**config.mk**
```make
export PLATFORM = sky130hd
export DESIGN_NAME = riscv_hazard_ctrl_flat
export DESIGN_NICKNAME = d
export VERILOG_FILES = /design/src/rtl/riscv_hazard_ctrl_if.sv /design/src/rtl/riscv_hazard_ctrl.sv /design/src/flat_wrapper.sv
export SDC_FILE = /design/constraint.sdc
export NUM_CORES = 1
export LEC_CHECK = 0
export ABC_AREA = 0
export BUFFER_PORTS_ARGS = -buffer_cell sky130_fd_sc_hd__buf_2
export CAP_MARGIN = 5
export CORE_ASPECT_RATIO = 1.2
export CORE_MARGIN = 2
export CORE_UTILIZATION = 45
export CTS_BUF_LIST = sky130_fd_sc_hd__clkbuf_4
export CTS_CLUSTER_DIAMETER = 120
export DETAILED_ROUTE_END_ITERATION = 16
export GPL_TIMING_DRIVEN = 0
export PLACE_DENSITY_LB_ADDON = 0.08
export REMOVE_ABC_BUFFERS = 1
export SLEW_MARGIN = 0
export SYNTH_ARGS = -nofsm -noshare
export SYNTH_HDL_FRONTEND = slang
export SYNTH_SLANG_ARGS = --single-unit
```
**constraint.sdc**
```tcl
create_clock -name clk -period 3 [get_ports clk]
set_clock_uncertainty 0.1 [all_clocks]
set_input_delay 0.6 -clock clk [delete_from_list [all_inputs] [get_ports clk]]
set_output_delay 0.6 -clock clk [all_outputs]
set_load 0.01 [all_outputs]
```
**src/rtl/riscv_hazard_ctrl_if.sv**
```systemverilog
// Bundle of ID-stage hazard signals exchanged between the pipeline (master) and the hazard
// controller (slave).
//   go          : pipeline run enable
//   id_*        : description of the instruction currently in ID
//   br_taken    : ID resolved a taken branch/jump
//   fwd_sel     : per-operand forwarding select (0 = regfile, k = entry k-1)
//   stall_if_id : hold PC and IF/ID, bubble into EX
//   flush_if_id : squash IF/ID
//   pipe_valid  : valid bit of each tracked post-ID entry
//   stall_count / flush_count : saturating event counters
interface riscv_hazard_ctrl_if #(
   parameter int unsigned REG_AW = 5,
   parameter int unsigned NUM_RS = 3,
   parameter int unsigned DEPTH  = 3,
   parameter int unsigned CNT_W  = 16
);
   localparam int unsigned SEL_W = $clog2(DEPTH + 1);

   logic                     go;
   logic                     id_valid;
   logic [NUM_RS*REG_AW-1:0] id_rs_addr;
   logic [NUM_RS-1:0]        id_rs_used;
   logic [REG_AW-1:0]        id_rd_addr;
   logic                     id_rd_we;
   logic                     id_is_load;
   logic                     br_taken;
   logic [NUM_RS*SEL_W-1:0]  fwd_sel;
   logic                     stall_if_id;
   logic                     flush_if_id;
   logic [DEPTH-1:0]         pipe_valid;
   logic [CNT_W-1:0]         stall_count;
   logic [CNT_W-1:0]         flush_count;

   modport master (
      output go, id_valid, id_rs_addr, id_rs_used, id_rd_addr, id_rd_we, id_is_load, br_taken,
      input  fwd_sel, stall_if_id, flush_if_id, pipe_valid, stall_count, flush_count
   );

   modport slave (
      input  go, id_valid, id_rs_addr, id_rs_used, id_rd_addr, id_rd_we, id_is_load, br_taken,
      output fwd_sel, stall_if_id, flush_if_id, pipe_valid, stall_count, flush_count
   );
endinterface

```
**src/rtl/riscv_hazard_ctrl.sv**
```systemverilog
// Hazard/forwarding controller for the in-order pipeline. Tracks the destination registers of
// the DEPTH instructions after ID (entry0 = EX), selects forwarding sources for each ID source
// operand, stalls on load-use and flushes IF/ID on taken branches.
//   clk   : clock, all state on rising edge
//   reset : asynchronous active-low reset
//   bus   : hazard interface (slave side), see riscv_hazard_ctrl_if
module riscv_hazard_ctrl #(
   parameter int unsigned REG_AW = 5,
   parameter int unsigned NUM_RS = 3,
   parameter int unsigned DEPTH  = 3,
   parameter int unsigned CNT_W  = 16
) (
   input logic                clk,
   input logic                reset,
   riscv_hazard_ctrl_if.slave bus
);
   localparam int unsigned SEL_W = $clog2(DEPTH + 1);

   logic [DEPTH-1:0]             valid_q, valid_d;
   logic [DEPTH-1:0]             we_q, we_d;
   logic [DEPTH-1:0]             ld_q, ld_d;
   logic [DEPTH-1:0][REG_AW-1:0] rd_q, rd_d;
   logic [CNT_W-1:0]             stall_cnt_q, flush_cnt_q;

   logic [NUM_RS-1:0][SEL_W-1:0] hit_sel;
   logic [NUM_RS-1:0]            load_use;
   logic                         stall;
   logic                         flush;

   // Youngest match per operand: scan oldest to youngest so the lowest entry wins.
   always_comb begin
      hit_sel  = '0;
      load_use = '0;
      for (int i = 0; i < int'(NUM_RS); i++) begin
         if (bus.id_valid && bus.id_rs_used[i] && (bus.id_rs_addr[i*REG_AW +: REG_AW] != '0))
         begin
            for (int k = int'(DEPTH) - 1; k >= 0; k--) begin
               if (valid_q[k] && we_q[k] && (rd_q[k] == bus.id_rs_addr[i*REG_AW +: REG_AW]))
               begin
                  hit_sel[i] = SEL_W'(k + 1);
               end
            end
         end
         load_use[i] = (hit_sel[i] == SEL_W'(1)) && ld_q[0];
      end
   end

   assign stall = bus.go && (|load_use);
   // Gated by reset so a branch seen while the pipeline is held in reset is not acted on.
   assign flush = reset && bus.go && bus.br_taken && !stall;

   always_comb begin
      bus.fwd_sel = '0;
      if (bus.go && !stall) begin
         for (int i = 0; i < int'(NUM_RS); i++) begin
            bus.fwd_sel[i*SEL_W +: SEL_W] = hit_sel[i];
         end
      end
   end

   always_comb begin
      valid_d = valid_q;
      we_d    = we_q;
      ld_d    = ld_q;
      rd_d    = rd_q;
      if (bus.go) begin
         for (int k = 1; k < int'(DEPTH); k++) begin
            valid_d[k] = valid_q[k-1];
            we_d[k]    = we_q[k-1];
            ld_d[k]    = ld_q[k-1];
            rd_d[k]    = rd_q[k-1];
         end
         // Stall or flush turns the instruction entering EX into a bubble.
         valid_d[0] = bus.id_valid && !stall && !flush;
         we_d[0]    = bus.id_rd_we;
         ld_d[0]    = bus.id_is_load;
         rd_d[0]    = bus.id_rd_addr;
      end
   end

   always_ff @(posedge clk or negedge reset) begin
      if (!reset) begin
         valid_q     <= '0;
         we_q        <= '0;
         ld_q        <= '0;
         rd_q        <= '0;
         stall_cnt_q <= '0;
         flush_cnt_q <= '0;
      end else begin
         valid_q <= valid_d;
         we_q    <= we_d;
         ld_q    <= ld_d;
         rd_q    <= rd_d;
         if (stall && (stall_cnt_q != '1)) begin
            stall_cnt_q <= stall_cnt_q + CNT_W'(1);
         end
         if (flush && (flush_cnt_q != '1)) begin
            flush_cnt_q <= flush_cnt_q + CNT_W'(1);
         end
      end
   end

   assign bus.stall_if_id = stall;
   assign bus.flush_if_id = flush;
   assign bus.pipe_valid  = valid_q;
   assign bus.stall_count = stall_cnt_q;
   assign bus.flush_count = flush_cnt_q;
endmodule

```
**src/flat_wrapper.sv**
```systemverilog
// flat-port wrapper written by rule: the top's interface ports become plain ports
module riscv_hazard_ctrl_flat 
#(
   parameter int unsigned REG_AW = 5,
   parameter int unsigned NUM_RS = 3,
   parameter int unsigned DEPTH  = 3,
   parameter int unsigned CNT_W  = 16
)
  (clk, reset, bus_go, bus_id_valid, bus_id_rs_addr, bus_id_rs_used, bus_id_rd_addr, bus_id_rd_we, bus_id_is_load, bus_br_taken, bus_fwd_sel, bus_stall_if_id, bus_flush_if_id, bus_pipe_valid, bus_stall_count, bus_flush_count);
  riscv_hazard_ctrl_if #(.REG_AW(REG_AW), .NUM_RS(NUM_RS), .DEPTH(DEPTH), .CNT_W(CNT_W)) bus_i ();
  input logic clk;
  input logic reset;
  input wire logic [$bits(bus_i.go)-1:0] bus_go;
  input wire logic [$bits(bus_i.id_valid)-1:0] bus_id_valid;
  input wire logic [$bits(bus_i.id_rs_addr)-1:0] bus_id_rs_addr;
  input wire logic [$bits(bus_i.id_rs_used)-1:0] bus_id_rs_used;
  input wire logic [$bits(bus_i.id_rd_addr)-1:0] bus_id_rd_addr;
  input wire logic [$bits(bus_i.id_rd_we)-1:0] bus_id_rd_we;
  input wire logic [$bits(bus_i.id_is_load)-1:0] bus_id_is_load;
  input wire logic [$bits(bus_i.br_taken)-1:0] bus_br_taken;
  output wire logic [$bits(bus_i.fwd_sel)-1:0] bus_fwd_sel;
  output wire logic [$bits(bus_i.stall_if_id)-1:0] bus_stall_if_id;
  output wire logic [$bits(bus_i.flush_if_id)-1:0] bus_flush_if_id;
  output wire logic [$bits(bus_i.pipe_valid)-1:0] bus_pipe_valid;
  output wire logic [$bits(bus_i.stall_count)-1:0] bus_stall_count;
  output wire logic [$bits(bus_i.flush_count)-1:0] bus_flush_count;
  assign bus_i.go = bus_go;
  assign bus_i.id_valid = bus_id_valid;
  assign bus_i.id_rs_addr = bus_id_rs_addr;
  assign bus_i.id_rs_used = bus_id_rs_used;
  assign bus_i.id_rd_addr = bus_id_rd_addr;
  assign bus_i.id_rd_we = bus_id_rd_we;
  assign bus_i.id_is_load = bus_id_is_load;
  assign bus_i.br_taken = bus_br_taken;
  assign bus_fwd_sel = bus_i.fwd_sel;
  assign bus_stall_if_id = bus_i.stall_if_id;
  assign bus_flush_if_id = bus_i.flush_if_id;
  assign bus_pipe_valid = bus_i.pipe_valid;
  assign bus_stall_count = bus_i.stall_count;
  assign bus_flush_count = bus_i.flush_count;
  riscv_hazard_ctrl #(.REG_AW(REG_AW), .NUM_RS(NUM_RS), .DEPTH(DEPTH), .CNT_W(CNT_W)) u_core (.clk(clk), .reset(reset), .bus(bus_i));
endmodule
```
==> run_results.csv, run 1 <==
group,metric,value,unit
grt,gr-total-overflow,0,
finish,nets,397,
finish,diodes,0,
grt,grt_pass1_vias,2347,
placement,dp_hpwl,5231,um
placement,numPortBuffers,72,
sta,drv_slew,0,
sta,hold_ws,0.1438,ns
cts,cts_tree,"done",
power_and_ir_drop,power_switching,0.0004936,W
cts,path_clk_slew,0.14,ns
logic_synthesis,synth_cells,285,
sta,period_minus_slack,3.294,ns
hold_path,hp-class,"input port to async pin",
sta,setup_viol,7,
logic_synthesis,yosysTopAreaCell,"dfrtp_1",
logic_synthesis,syn_area,0.003088,mm^2
sta,finalWorstSetupSlack,-0.2943,ns
setup_path,end_kind,"output pin",
floorplanning,die_h,94.75,um
finish,fillers,597,
power_and_ir_drop,p_comb_frac,0.233,
status,outcome,"finished with violations",
logic_synthesis,yosys_warnings,0,
sta,grt_setup_unrepaired,"true",
power_and_ir_drop,pwr_density_cell,412.9,mW/mm^2
grt,grt_max_degree,56,
setup_path,crit_fanout,4,
setup_path,required,2.30,ns
logic_synthesis,ys.flop_type,"dfrtp_1",
drt,first_iter_violations,81,
floorplanning,design.core.area,0.006730,mm^2
drt,routed_via_density,5.361,
finish,multi_input_area,0.001799,mm^2
placement,gp_congestion,0.8834,
logic_synthesis,ys_seq_elements,54,
logic_synthesis,yosys-top-cells-count,"dfrtp_1 (54), xor2_1 (39), xnor2_1 (35)",
cts,postCtsHoldBufs,0,
finish,area_growth,22.81,%
power_and_ir_drop,seqPwrFrac,0.582,
floorplanning,floorplan.rows,33,
logic_synthesis,synth_edf_count,0,
logic_synthesis,yosysUniqueCellTypes,39,
power_and_ir_drop,p_leak,1.774,nW
sta,worst_slew_pin_slew,0.9968,ns
power_and_ir_drop,vdd_ir_drop_max,0.0004096,V
sta,fmax,303.6,MHz
setup_path,worstSetupPathType,"input port to output pin",
logic_synthesis,seq_area_frac_synth,0.4376,
logic_synthesis,synthArstFlopShare,1.000,
floorplanning,die_w,79.62,um
logic_synthesis,synth.top_cell.area_share,0.4376,
power_and_ir_drop,clockPowerShare,0.185,
cts,cts_buffer_depth,2,
drt,vias,2418,
logic_synthesis,synth.area.top_cells,"dfrtp_1 (44%), xor2_1 (11%), xnor2_1 (9.9%), mux2_2 (7.7%), and3_1 (3.2%)",
status,failed_checks,"setup timing",
sta,fin_crit_sh,1.098,
drt,antenna_left,0,
finish,drive_gt1_frac,0.3709,
finish,regArea,0.001356,mm^2
drt,post_drt_wl_per_cell,16.35,um
sta,hold_violations,0,
sta,slew_headroom,0.3355,
logic_synthesis,synth.most_common_cell,"dfrtp_1",
power_and_ir_drop,p_int,0.001072,W
grt,antenna_found_initial,0,
cts,htreeDepth,2,
cts,insertion_delay,0.36,ns
grt,track_usage,0.2030,
logic_synthesis,postSynthAreaPerCell,10.83,um^2
drt,postRouteWirelength,7375,um
cts,cts_made_buffers,5,
cts,clock_sinks,54,
floorplanning,start_util,0.4588,
drt,first_pass_iters,4,
sta,setup_tns,-1.230,ns
floorplanning,num_io_pins,73,
cts,clockRootBuffer,"clkbuf_4",
setup_path,r2r_cells,6,
run,maxCapViolCount,0,
floorplanning,die_area,0.007544,mm^2
power_and_ir_drop,swShare,0.3153,
grt,grt_pass1_wl,11920,um
setup_path,cp-start-kind,"input port",
setup_path,arrival,2.59,ns
drt,remaining_drc_errors,0,
==> area by class of cell <==
| type | count | area share |
|---|---|---|
| Clock buffer | 5 | 0.009898 |
| Tap cell | 87 | 0.02870 |
| Clock inverter | 1 | 0.0009898 |
| Timing Repair Buffer | 81 | 0.1244 |
| Multi-Input combinational cell | 219 | 0.4744 |
| Inverter | 4 | 0.003959 |
| Sequential cell | 54 | 0.3576 |
==> kinds of logic after synthesis <==
logic type      share of synthesized area
fa+ha+maj                        0.008102
simple gates                       0.1917
xor+xnor                           0.2099
compound gates                    0.04659
mux                               0.08712
buf+inv                           0.01904
flops                              0.4376
==> worst max-delay path: stages <==
cell      delay [ns]
buf_8           0.09
or4_4           0.54
o211ai_4        0.22
nor4_4          0.09
o31ai_4         0.29
or3b_4          0.43
a211oi_2        0.16
buf_2           0.16
==> registers in the layout, summed over array words and instances (netlist names) <==
signal and cells:
u_core.bus.flush_count 16, u_core.bus.pipe_valid 3, u_core.bus.stall_count 16, u_core.ld_q 1, u_core.rd_q 15, u_core.we_q 3
==> per-stage QoR <==
| stage | util | worst slack [ns] | total power [W] | cell area, um^2 | cells |
|---|---|---|---|---|---|
| after global routing | 0.5635 | -0.3471 | 0.001664 | 3792 | 451 |
| after floorplan | - | -0.3231 | 0.001112 | 3044 | 276 |
| after global placement | 0.5220 | -0.8973 | 0.001256 | 3513 | 435 |
| after CTS | 0.5542 | -0.3376 | 0.001581 | 3730 | 449 |
| after detailed placement | 0.5220 | -0.8886 | 0.001267 | 3513 | 435 |
| final | 0.5635 | -0.2943 | 0.001566 | 3792 | 451 |
==> worst paths after layout <==
kind	from	endpoint	slack, ns
min	reset	u_core.bus.pipe_valid[1]$_DFFE_PN0P_	0.14
max	bus_id_rs_addr[12]	bus_fwd_sel[5]	-0.29
min in group clk	bus_id_rd_addr[0]	u_core.rd_q[0]$_DFFE_PN0P_	0.36
max in group asynchronous	reset	u_core.rd_q[4]$_DFFE_PN0P_	2.15
min reg2reg	u_core.bus.stall_count[11]$_DFFE_PN0P_	u_core.bus.stall_count[11]$_DFFE_PN0P_	0.40
max reg2reg	u_core.bus.flush_count[0]$_DFFE_PN0P_	u_core.bus.flush_count[1]$_DFFE_PN0P_	0.28
==> cell usage in the layout (no fill, tap or decap), types with 2 or more instances in the layout <==
cell type	netlist	layout
buf_2	2	65
dfrtp_1	54	50
xor2_1	39	39
xnor2_1	35	34
mux2_2	21	21
and3_1	16	16
nand4_1	15	15
nand3_1	15	14
nor2_1	15	13
buf_4	2	12
nand2_1	12	11
nor3_1	9	9
nor4_1	6	6
clkbuf_4	0	5
dfrtp_2	0	4
or4_4	0	3
a211oi_2	2	3
a41oi_1	3	3
and4_1	3	3
inv_1	3	3
buf_8	0	3
clkinv_1	1	2
o211ai_4	0	2
nand2_2	1	2
nor4_4	0	2
o31ai_4	1	2
or3b_4	0	2
and2_1	2	2
mux2_1	2	2
ha_1	2	2
==> power groups by stage <==
stage	clock (W)	sequential, W	combinational, W
floorplan	0	0.000913	0.000199
global placement	0	0.000921	0.000335
detailed placement	0	0.000922	0.000345
CTS	0.000308	0.000910	0.000363
global route	0.000334	0.000925	0.000406
finish	0.000290	0.000911	0.000365
==> timing repair <==
action                     CTS  global route
pin swaps                    9            10
setup buffers                7             3
gates cloned                 1             0
setup endpoints to repair   23             8
gates resized for setup     24            15
==> layer usage <==
metal,wire (um),track usage,vias to the layer above
met1,3340,0.2785,1183
met4,139,0.06897,0
met2,3551,0.3277,58
met3,343,0.03059,10
li1,-,-,1167
met5,0,0,-
Note: power is estimated with default switching activity, not from simulation.
==> inputs of run 2 (changes only) <==
- CORE_ASPECT_RATIO: 1.2 -> not set
==> run 2 against run 1 <==
Against the previous run:
- the run still ends with setup timing left
- register-to-register slack lost 0.04 ns
- hold slack improved by 0.011 ns
- first-iteration DRC count decreased by 4.9%
- combinational power hardly changed
- total power grew 1.3%
- via count is 0.33% higher
- worst setup slack got worse by 0.013 ns
- critical path depth did not move
- critical path type unchanged
- largest cell class unchanged
- highest routed layer unchanged
==> run_results.csv, run 2 (same netlist as run 1, synthesis figures left out) <==
group,metric,value,unit
status,outcome,"finished with violations",
status,failed_checks,"setup timing",
finish,layout_commonest_cell,"buf_2",
hold_path,hp-class,"input port to async pin",
power_and_ir_drop,power_switching,0.0004860,W
grt,use_met1,0.2843,
power_and_ir_drop,p_int,0.001101,W
finish,most-common-layout-cells,"buf_2 (63), dfrtp_1 (51), xor2_1 (39), xnor2_1 (35), mux2_2 (21)",
sta,fmax,302.4,MHz
sta,period_minus_slack,3.307,ns
grt,grtUsageMet2,0.3088,
setup_path,crit_fanout,4,
sta,drv_slew,0,
cts,postCtsHoldBufs,0,
cts,insertion_delay,0.36,ns
floorplanning,num_io_pins,73,
placement,dp_hpwl,4973,um
sta,finalWorstSetupSlack,-0.3070,ns
power_and_ir_drop,vdd_ir_drop_max,0.0002657,V
cts,cts_buffer_depth,2,
setup_path,end_kind,"output pin",
cts,htreeDepth,2,
power_and_ir_drop,finalPower,0.001586,W
cts,clock_sinks,54,
sta,setup_viol,7,
drt,first_iter_violations,77,
power_and_ir_drop,swShare,0.3063,
setup_path,worstSetupPathType,"input port to output pin",
drt,antenna_left,0,
power_and_ir_drop,p_comb_frac,0.229,
sta,setup_tns,-1.363,ns
finish,nets,401,
sta,slew_headroom,0.2532,
setup_path,cp-start-kind,"input port",
grt,busiest_layer,"met2",
power_and_ir_drop,clockPowerShare,0.197,
drt,remaining_drc_errors,0,
floorplanning,floorplan.rows,30,
drt,postRouteWirelength,7130,um
sta,worst_slew_pin_slew,1.114,ns
drt,post_drt_wl_per_cell,15.88,um
drt,first_pass_iters,4,
drt,vias,2426,
cts,cts_made_buffers,5,
finish,drive_gt1_frac,0.3794,
finish,diodes,0,
grt,grt_pass1_vias,2262,
placement,numPortBuffers,72,
sta,hold_ws,0.1545,ns
floorplanning,start_util,0.4596,
grt,gr-total-overflow,0,
placement,dpl_worst_slack,-0.8691,ns
run,maxCapViolCount,0,
cts,cts_tree,"done",
cts,clockRootBuffer,"clkbuf_4",
sta,grt_setup_unrepaired,"true",
grt,antenna_found_initial,0,
finish,final_util,0.5687,
sta,hold_violations,0,
floorplanning,die_w,86.84,um
drt,routed_via_density,5.403,
power_and_ir_drop,p_leak,1.794,nW
grt,grt_max_degree,56,
finish,area_growth,23.74,%
sta,fin_crit_sh,1.102,
grt,grt_pass1_wl,11630,um
power_and_ir_drop,seqPwrFrac,0.574,
setup_path,required,2.30,ns
floorplanning,die_area,0.007541,mm^2
floorplanning,die_h,86.84,um
power_and_ir_drop,pwr_density_cell,415.2,mW/mm^2
placement,gp_congestion,0.9256,
setup_path,arrival,2.61,ns
floorplanning,design.core.area,0.006719,mm^2
cts,path_clk_slew,0.15,ns
grt,grtUsageMet3,0.03714,
grt,track_usage,0.1963,
## run 2: worst paths after layout
check                                                        from                                     end  slack (ns)  depth (start not counted)
setup / recovery                               bus_id_rs_addr[11]                          bus_fwd_sel[5]       -0.31                          8
hold / removal                                              reset   u_core.bus.flush_count[9]$_DFFE_PN0P_        0.15                          1
setup reg to reg            u_core.bus.flush_count[0]$_DFFE_PN0P_   u_core.bus.flush_count[1]$_DFFE_PN0P_        0.24                          6
hold reg to reg            u_core.bus.stall_count[15]$_DFFE_PN0P_  u_core.bus.stall_count[15]$_DFFE_PN0P_        0.39                          1
max in group asynchronous                                   reset              u_core.rd_q[0]$_DFFE_PN0P_        2.13                          1
min in group clk                                bus_id_rd_addr[3]              u_core.rd_q[3]$_DFFE_PN0P_        0.37                          2
## run 2: power by group through the flow
| stage | Clock, W | Sequential [W] | Combinational, W |
|---|---|---|---|
| finish | 0.000313 | 0.000910 | 0.000363 |
| global route | 0.000364 | 0.000924 | 0.000405 |
| CTS | 0.000330 | 0.000910 | 0.000358 |
| detailed placement | 0 | 0.000921 | 0.000340 |
| global placement | 0 | 0.000920 | 0.000332 |
| floorplan | 0 | 0.000913 | 0.000199 |
## run 2: worst max-delay path, cell delays in order
cell and delay [ns]:
buf_8 0.10, or4_4 0.54, o211ai_4 0.21, nor4_4 0.07, o31ai_4 0.32, or3b_4 0.44, a211oi_2 0.16, buf_2 0.16
## run 2: layout make-up
class	instances	area, um^2
multi-input combinational	219	1788
fill	613	2898
clock buffer	7	52.55
sequential	54	1355
inverter	4	15.01
timing repair buffer	85	510.5
tap	80	100.1
## run 2: routing by layer
| metal | vias to the layer above | share of wire |
|---|---|---|
| met5 | - | 0 |
| met4 | 0 | 0.0038 |
| met3 | 2 | 0.042 |
| met2 | 56 | 0.47 |
| met1 | 1184 | 0.48 |
| li1 | 1184 | - |
## run 2: what timing repair did
action	CTS	global route
endpoints found under the setup margin	24	8
buffers inserted	7	7
pin swaps	13	9
cloned	1	0
resized for setup	25	16
## run 2: per-stage QoR
step           cells  area [um^2]
2_1_floorplan    276         3044
3_3_place_gp     428         3505
3_5_place_dp     428         3505
4_1_cts          443         3735
5_1_grt          449         3821
6_report         449         3821
